==> src/rtl/rc5_key_mix_pkg.sv <==
// Shared RC5 constants and key-schedule FSM encoding.
package rc5_key_mix_pkg;
  localparam logic [31:0] P32   = 32'hB7E15163;
  localparam logic [31:0] Q32   = 32'h9E3779B9;
  localparam int          T_DEF = 26;
  localparam int          C_DEF = 4;

  typedef enum logic [1:0] {
    IDLE = 2'd0,
    INIT = 2'd1,
    MIX  = 2'd2
  } state_e;
endpackage

==> src/rtl/rc5_rotl.sv <==
// Variable left rotate by the low log2(w) bits of amt.
module rc5_rotl #(
  parameter int w = 32
) (
  input  logic [w-1:0]         din,
  input  logic [$clog2(w)-1:0] amt,
  output logic [w-1:0]         dout
);
  logic [2*w-1:0] dbl;

  // upper half of the shifted doubled word is the rotated value
  assign dbl  = {din, din} << amt;
  assign dout = dbl[2*w-1:w];
endmodule

==> src/rtl/rc5_key_mix.sv <==
// RC5 key expansion: builds S from P/Q (INIT), then mixes key words into it (MIX).
module rc5_key_mix
  import rc5_key_mix_pkg::*;
#(
  parameter int w = 32,
  parameter int t = T_DEF,
  parameter int c = C_DEF
) (
  input  logic         clk,
  input  logic         rst,
  input  logic         start,
  input  logic [w-1:0] l0,
  input  logic [w-1:0] l1,
  input  logic [w-1:0] l2,
  input  logic [w-1:0] l3,
  input  logic [w-1:0] pW,
  input  logic [w-1:0] qW,
  input  logic [4:0]   rd_addr,
  output logic [w-1:0] rd_data,
  output logic         busy,
  output logic         done,
  output logic         key_valid
);
  localparam int LW    = $clog2(w);
  localparam int IW    = (t > 1) ? $clog2(t) : 1;
  localparam int JW    = (c > 1) ? $clog2(c) : 1;
  localparam int ITERS = 3 * ((t > c) ? t : c);
  localparam int NW    = $clog2(ITERS);

  state_e              state_q, state_d;
  logic [w-1:0]        a_q, a_d, b_q, b_d, p_q, p_d, q_q, q_d, acc_q, acc_d;
  logic [c-1:0][w-1:0] l_q, l_d;
  logic [IW-1:0]       i_q, i_d;
  logic [JW-1:0]       j_q, j_d;
  logic [NW-1:0]       n_q, n_d;
  logic                busy_q, busy_d, done_q, done_d, kv_q, kv_d;
  logic [w-1:0]        rd_q, rd_d;

  logic [w-1:0]        s_mem [t];
  logic                s_we;
  logic [IW-1:0]       s_waddr;
  logic [w-1:0]        s_wdata;

  logic [3:0][w-1:0]   key_in;
  logic [w-1:0]        a_sum, a_new, b_sum, b_new, ab;

  assign key_in = {l3, l2, l1, l0};

  // one mix iteration: A from S[i], then B from L[j] using the new A
  assign a_sum = s_mem[i_q] + a_q + b_q;
  rc5_rotl #(.w(w)) u_rotl_a (.din(a_sum), .amt(LW'(3)), .dout(a_new));

  assign ab    = a_new + b_q;
  assign b_sum = l_q[j_q] + ab;
  rc5_rotl #(.w(w)) u_rotl_b (.din(b_sum), .amt(ab[LW-1:0]), .dout(b_new));

  always_comb begin
    state_d = state_q;
    a_d     = a_q;
    b_d     = b_q;
    p_d     = p_q;
    q_d     = q_q;
    acc_d   = acc_q;
    l_d     = l_q;
    i_d     = i_q;
    j_d     = j_q;
    n_d     = n_q;
    busy_d  = busy_q;
    done_d  = 1'b0;
    kv_d    = kv_q;
    s_we    = 1'b0;
    s_waddr = i_q;
    s_wdata = a_new;
    rd_d    = (int'(rd_addr) < t) ? s_mem[IW'(rd_addr)] : '0;

    unique case (state_q)
      IDLE: begin
        // done_q high means this is the completion cycle; a start here is dropped
        if (start && !done_q) begin
          state_d = INIT;
          busy_d  = 1'b1;
          kv_d    = 1'b0;
          i_d     = '0;
          p_d     = pW;
          q_d     = qW;
          for (int k = 0; k < c; k++) l_d[k] = (k < 4) ? key_in[k[1:0]] : '0;
        end
      end
      INIT: begin
        s_we    = 1'b1;
        s_wdata = (i_q == '0) ? p_q : acc_q + q_q;
        acc_d   = s_wdata;
        if (i_q == IW'(t - 1)) begin
          state_d = MIX;
          i_d     = '0;
          j_d     = '0;
          n_d     = '0;
          a_d     = '0;
          b_d     = '0;
        end else begin
          i_d = i_q + IW'(1);
        end
      end
      MIX: begin
        s_we     = 1'b1;
        a_d      = a_new;
        b_d      = b_new;
        l_d[j_q] = b_new;
        i_d      = (i_q == IW'(t - 1)) ? '0 : i_q + IW'(1);
        j_d      = (j_q == JW'(c - 1)) ? '0 : j_q + JW'(1);
        n_d      = n_q + NW'(1);
        if (n_q == NW'(ITERS - 1)) begin
          state_d = IDLE;
          busy_d  = 1'b0;
          done_d  = 1'b1;
          kv_d    = 1'b1;
        end
      end
      default: state_d = IDLE;
    endcase
  end

  always_ff @(posedge clk or negedge rst) begin
    if (!rst) begin
      state_q <= IDLE;
      a_q     <= '0;
      b_q     <= '0;
      p_q     <= '0;
      q_q     <= '0;
      acc_q   <= '0;
      l_q     <= '0;
      i_q     <= '0;
      j_q     <= '0;
      n_q     <= '0;
      busy_q  <= 1'b0;
      done_q  <= 1'b0;
      kv_q    <= 1'b0;
      rd_q    <= '0;
    end else begin
      state_q <= state_d;
      a_q     <= a_d;
      b_q     <= b_d;
      p_q     <= p_d;
      q_q     <= q_d;
      acc_q   <= acc_d;
      l_q     <= l_d;
      i_q     <= i_d;
      j_q     <= j_d;
      n_q     <= n_d;
      busy_q  <= busy_d;
      done_q  <= done_d;
      kv_q    <= kv_d;
      rd_q    <= rd_d;
    end
  end

  // table storage carries no reset
  always_ff @(posedge clk) begin
    if (s_we) s_mem[s_waddr] <= s_wdata;
  end

  assign rd_data   = rd_q;
  assign busy      = busy_q;
  assign done      = done_q;
  assign key_valid = kv_q;
endmodule

==> config.mk <==
export PLATFORM = sky130hd
export DESIGN_NAME = rc5_key_mix
export DESIGN_NICKNAME = d
export VERILOG_FILES = /design/src/rtl/rc5_key_mix_pkg.sv /design/src/rtl/rc5_rotl.sv /design/src/rtl/rc5_key_mix.sv
export SDC_FILE = /design/constraint.sdc
export NUM_CORES = 2
export LEC_CHECK = 0
export BUFFER_PORTS_ARGS = -buffer_cell sky130_fd_sc_hd__buf_4
export CAP_MARGIN = 20
export CELL_PAD_IN_SITES_DETAIL_PLACEMENT = 2
export CELL_PAD_IN_SITES_GLOBAL_PLACEMENT = 2
export CORE_ASPECT_RATIO = 1.25
export CORE_UTILIZATION = 50
export CTS_BUF_LIST = sky130_fd_sc_hd__clkbuf_8
export CTS_CLUSTER_DIAMETER = 80
export DETAILED_ROUTE_END_ITERATION = 6
export GPL_TIMING_DRIVEN = 0
export HOLD_SLACK_MARGIN = 0.02
export PLACE_DENSITY = 0.9
export SLEW_MARGIN = 0
export SYNTH_ARGS = -nofsm -noshare
export SYNTH_HDL_FRONTEND = slang
export SYNTH_SLANG_ARGS = --single-unit
==> constraint.sdc <==
create_clock -name clk -period 19.35 [get_ports clk]
set_input_delay 1.935 -clock clk [delete_from_list [all_inputs] [get_ports clk]]
set_output_delay 1.935 -clock clk [all_outputs]
set_load 0.01 [all_outputs]
==> impl_metrics.csv, run 1 <==
group,metric,value,unit
synthesis,ys_warn_count,0,
floorplanning,rows,144,
run_status,error,"[ERROR GRT-0232] Routing congestion too high. Check the congestion heatmap in the GUI.",
floorplanning,design.portCount,235,
synthesis,synthFlopType,"edfxtp_1",
synthesis,synthCells,4552,
synthesis,synth_edf_count,832,
global_routing,grt_max_degree,114,
floorplanning,initial_utilization,50.5,%
clock_network,cts-root-buf,"clkbuf_8",
synthesis,syn_area,62400,um^2
place,place.port_buffers,230,
floorplanning,die_y,397,um
synthesis,ys_async_sr_fraction,28.9,%
place,dp_hpwl,241000,um
clock_network,cts_resized,0,
clock_network,postCtsSetupBuffers,0,
synthesis,seq_area_frac_synth,53.6,%
floorplanning,die_w,318,um
synthesis,synth_cell_types,100,
global_routing,grt-ovfl-total,35,
synthesis,synth_fp_nets,4924,
clock_network,cts.sinks,1171,
global_routing,grt.total_usage,74.3,%
clock_network,hold_buffers,0,
synthesis,synth-seq-cells,1171,
run_status,outcome,"stopped before the end",
run_status,lastStage,"global routing (5_1_grt)",
clock_network,numCtsBuffers,188,
place,place_congestion,0.984,
clock_network,clk_path_buf_depth,3,
synthesis,avgSynthCellArea,13.7,um^2
clock_network,ctsHtreeMaxLevel,4,
## per-stage QoR
stage	hold WS, ps	setup WS [ps]	util (%)	area, um^2	cells
after floorplan	455	8010	-	62400	4552
after global placement	466	738	53.5	66200	6388
after detailed placement	484	1610	55.1	68100	6494
after CTS	496	995	58.1	71900	6838
## cells in the mapped netlist (9+ instances only)
cell,instances,area [um^2]
edfxtp_1,832,25000
mux4_2,427,9620
dfrtp_1,339,8480
nand2_1,332,1250
a21oi_1,259,1300
nor2_1,242,908
clkbuf_1,226,848
o21ai_0,148,741
ha_1,137,1710
mux2i_1,136,1360
o22ai_1,132,826
mux2_2,117,1320
inv_1,89,334
nand3_1,69,345
buf_1,63,236
xnor2_1,63,552
nor3_1,58,290
a21o_1,57,428
a22oi_1,56,420
o21a_1,55,413
a221oi_1,54,473
o211ai_1,51,383
a211oi_1,49,368
a22o_1,48,420
o221ai_1,48,420
nand2b_1,43,269
a31oi_1,42,263
xor2_1,38,333
fa_1,35,701
and2_1,28,175
nor2b_1,27,169
and3_1,19,119
o31ai_1,17,128
o21bai_1,14,105
nand4_1,13,81.3
a211o_1,12,105
or3_1,10,62.6
o21ai_1,9,45.0
o32ai_1,9,78.8
## routing by layer
| metal | overflow | GRT usage (%) |
|---|---|---|
| met3 | 1 | 56.9 |
| met5 | 0 | 25.2 |
| met4 | 17 | 79.8 |
| met2 | 17 | 92.7 |
| met1 | 0 | 72.0 |
## cells by family after synthesis
kind of cell / count (synthesis) / synth area share (%)
flops: 1171 / 53.6
compound gates: 1159 / 12.7
simple gates: 877 / 6.31
mux: 680 / 19.7
buf+inv: 391 / 2.38
fa+ha+maj: 172 / 3.87
xor+xnor: 102 / 1.45
==> inputs of run 2 (changes only) <==
==> config.mk (replaced) <==
export PLATFORM = sky130hd
export DESIGN_NAME = rc5_key_mix
export DESIGN_NICKNAME = d
export VERILOG_FILES = /design/src/rtl/rc5_key_mix_pkg.sv /design/src/rtl/rc5_rotl.sv /design/src/rtl/rc5_key_mix.sv
export SDC_FILE = /design/constraint.sdc
export NUM_CORES = 2
export LEC_CHECK = 0
export BUFFER_PORTS_ARGS = -buffer_cell sky130_fd_sc_hd__buf_4
export CAP_MARGIN = 20
export CORE_UTILIZATION = 40
export DETAILED_ROUTE_END_ITERATION = 6
export GPL_TIMING_DRIVEN = 0
export PLACE_DENSITY_LB_ADDON = 0.15
export SLEW_MARGIN = 0
export SYNTH_ARGS = -nofsm -noshare
export SYNTH_HDL_FRONTEND = slang
export SYNTH_SLANG_ARGS = --single-unit
==> run 2 against run 1 <==
The flow now finishes, with violations (DRC); area after synthesis unchanged; synthesized cell count stayed put.
==> impl_metrics.csv, run 2 <==
group,metric,value,unit
run_status,outcome,"complete, but fails checks",
run_status,violations,"DRC",
synthesis,synth_cell_types,100,
synthesis,seq_area_frac_synth,53.6,%
setup_path,worstSetupPathType,"register to register",
cells_and_area,fill_cells,13563,
route,finalWirelength,252000,um
route,firstDrtPassIters,7,
synthesis,synth_top_area_share,40.0,%
synthesis,synth_edf_count,832,
setup_path,r2r-end,"b_q[27]$_DFFE_PN0P_",
floorplanning,design.portCount,235,
route,dr_total_vias,46780,
synthesis,synthFlopType,"edfxtp_1",
hold_path,min_from,"acc_q[6]$_DFFE_PN0N_",
synthesis,synth_area_leaders,"edfxtp_1 40%, mux4_2 15%, dfrtp_1 14%",
cells_and_area,drive_gt1_share,23.1,%
clock_network,cts-root-buf,"clkbuf_16",
synthesis,synth_fp_nets,4924,
floorplanning,die_w,397,um
clock_network,cts_tree,"yes",
setup_path,startpoint_type,"register",
timing,period_needed,17010,ps
synthesis,ys_top_cells_by_count,"832 x edfxtp_1, 427 x mux4_2, 339 x dfrtp_1",
global_routing,grt_pass1_vias,45084,
setup_path,crit_path_end_kind,"register",
cells_and_area,largest_reg_flops,832,
setup_path,required,19980,ps
timing,fin_crit_sh,87.9,%
setup_path,cpPeakStageDelay,930,ps
clock_network,ctsHtreeMaxLevel,4,
synthesis,synthCells,4552,
cells_and_area,largest_register,"s_mem",
synthesis,ys_warn_count,0,
timing,rsz0062_at_grt,"false",
synthesis,synth-seq-cells,1171,
timing,setup_tns,0,ps
global_routing,grt_max_degree,108,
clock_network,postCtsSetupBuffers,0,
floorplanning,die_y,397,um
route,drc,50,
global_routing,grt-ovfl-total,0,
cells_and_area,nets,5407,
floorplanning,die-area,158000,um^2
synthesis,avgSynthCellArea,13.7,um^2
clock_network,cts_resized,0,
timing,worst_clock_skew,46.4,ps
route,ant_nets,0,
floorplanning,initial_utilization,40.4,%
setup_path,cp_max_fo,10,
floorplanning,rows,144,
synthesis,yosysTopAreaCell,"edfxtp_1",
hold_path,min_path_cells,1,
timing,finalHoldViolCount,0,
setup_path,ff2ff_path_depth,40,
hold_path,hold_end,"acc_q[6]$_DFFE_PN0N_",
run,max_cap_violations,0,
place,dp_hpwl,189000,um
route,drt-vias-per-instance,6.51,
cells_and_area,area_growth,17.4,%
place,placed_area,68600,um^2
timing,tightest_slew,1240,ps
cells_and_area,final_common_cell,"edfxtp_1",
setup_path,critPathSlowestCell,"buf_1",
setup_path,arrival,17640,ps
cells_and_area,multiInputGateArea,27700,um^2
clock_network,cts.sinks,1171,
global_routing,grt_pass1_wl,347000,um
cells_and_area,layoutNonFillerInstCount,7189,
route,drtIter0Drc,6411,
setup_path,r2r_start,"i_q[0]$_DFFE_PN0P_",
clock_network,hold_buffers,0,
route,avgRoutedWirePerCell,35.0,um
cells_and_area,mostFrequentLayoutCells,"832 x edfxtp_1, 427 x mux4_2, 339 x dfrtp_1",
clock_network,clk_latency,810,ps
place,place_congestion,0.987,
global_routing,grt.total_usage,31.6,%
clock_network,clk_pin_slew_worst_paths,60,ps
hold_path,hold_class,"register to register",
cells_and_area,largestRegisters,"s_mem x832, l_q x128",
clock_network,numCtsBuffers,134,
synthesis,ys_async_sr_fraction,28.9,%
setup_path,rrSetupSlack,2340,ps
timing,setup_viol,0,
synthesis,syn_area,62400,um^2
place,dp_cells,6926,
timing,slew_viol_final,0,
clock_network,clk_path_buf_depth,3,
cells_and_area,fin_area,73300,um^2
place,place.port_buffers,230,
timing,fmax,0.0588,GHz
cells_and_area,ff_latch_area,33500,um^2
synthesis,synth.most_common_cell,"edfxtp_1",
timing,relSlewSlack,17.6,%
global_routing,antenna_found_initial,9,
floorplanning,design.core.area,155000,um^2
==> run 2: cell counts after synthesis <==
No cell type changed its count.
==> run 2: logic make-up (layout without fill, tap and decap cells) <==
logic type | count (synthesis) | in the layout | synth area share (%)
adders and majority gates | 172 | 172 | 3.87
xor gates and xnor gates | 102 | 102 | 1.45
AOI/OAI and AO/OA | 1159 | 1159 | 12.7
other | 0 | 2 | 0
DFF | 1171 | 1171 | 53.6
muxes | 680 | 680 | 19.7
buffers and inverters | 391 | 982 | 2.38
and+or+nand+nor | 877 | 877 | 6.31
==> run 2: per-stage QoR <==
stage               setup slack (ps)  utilization (%)  hold WS (ps)
floorplan                       8010                -           455
global placement                1920             43.2           465
detailed placement              2870             44.4           472
CTS                             2780             47.2           484
global route                    1590             47.4           502
finish                          2340             47.4           478
==> run 2: worst max path at each step <==
stage	startpoint	to	slack [ps]	cells past startpoint
detailed placement	i_q[0]$_DFFE_PN0P_	b_q[27]$_DFFE_PN0P_	2870	40
floorplan	i_q[0]$_DFFE_PN0P_	l_q[93]$_DFFE_PN0P_	8010	47
finish	i_q[0]$_DFFE_PN0P_	b_q[27]$_DFFE_PN0P_	2340	40
CTS	i_q[0]$_DFFE_PN0P_	b_q[27]$_DFFE_PN0P_	2780	40
global route	i_q[0]$_DFFE_PN0P_	l_q[27]$_DFFE_PN0P_	1590	40
global placement	i_q[0]$_DFFE_PN0P_	b_q[11]$_DFFE_PN0P_	1920	41
==> run 2: cell type report <==
type / count / share of cell area, %
Timing Repair Buffer: 347 / 5.02
Inverter: 93 / 0.476
Multi-Input combinational cell: 2990 / 37.8
Clock inverter: 58 / 0.859
Buffer: 298 / 1.57
Tap cell: 2044 / 3.49
Clock buffer: 186 / 5.10
Sequential cell: 1171 / 45.7
Antenna cell: 2 / 0.00683
==> run 2: metal layers <==
layer	track usage [%]	vias to the layer above	wire length, um
met5	0.636	-	233
met4	14.7	18	13000
met1	43.7	24234	102000
met2	47.2	2796	112000
li1	-	19208	-
met3	7.00	524	25100
==> run 2: critical path, delay by kind of cell (launching register included) <==
| family | cells | cell delay (ps) |
|---|---|---|
| flip-flops | 1 | 490 |
| XOR/XNOR | 2 | 1100 |
| multiplexers | 1 | 320 |
| AND/OR/NAND/NOR | 3 | 310 |
| buffers and inverters | 9 | 5170 |
| adder cells (fa/ha/maj) | 5 | 2300 |
| AO/OA/AOI/OAI | 20 | 7060 |
Power of run 2 is not shown: default switching activity piles up to over one toggle a cycle in this logic, so the estimate is an artifact.
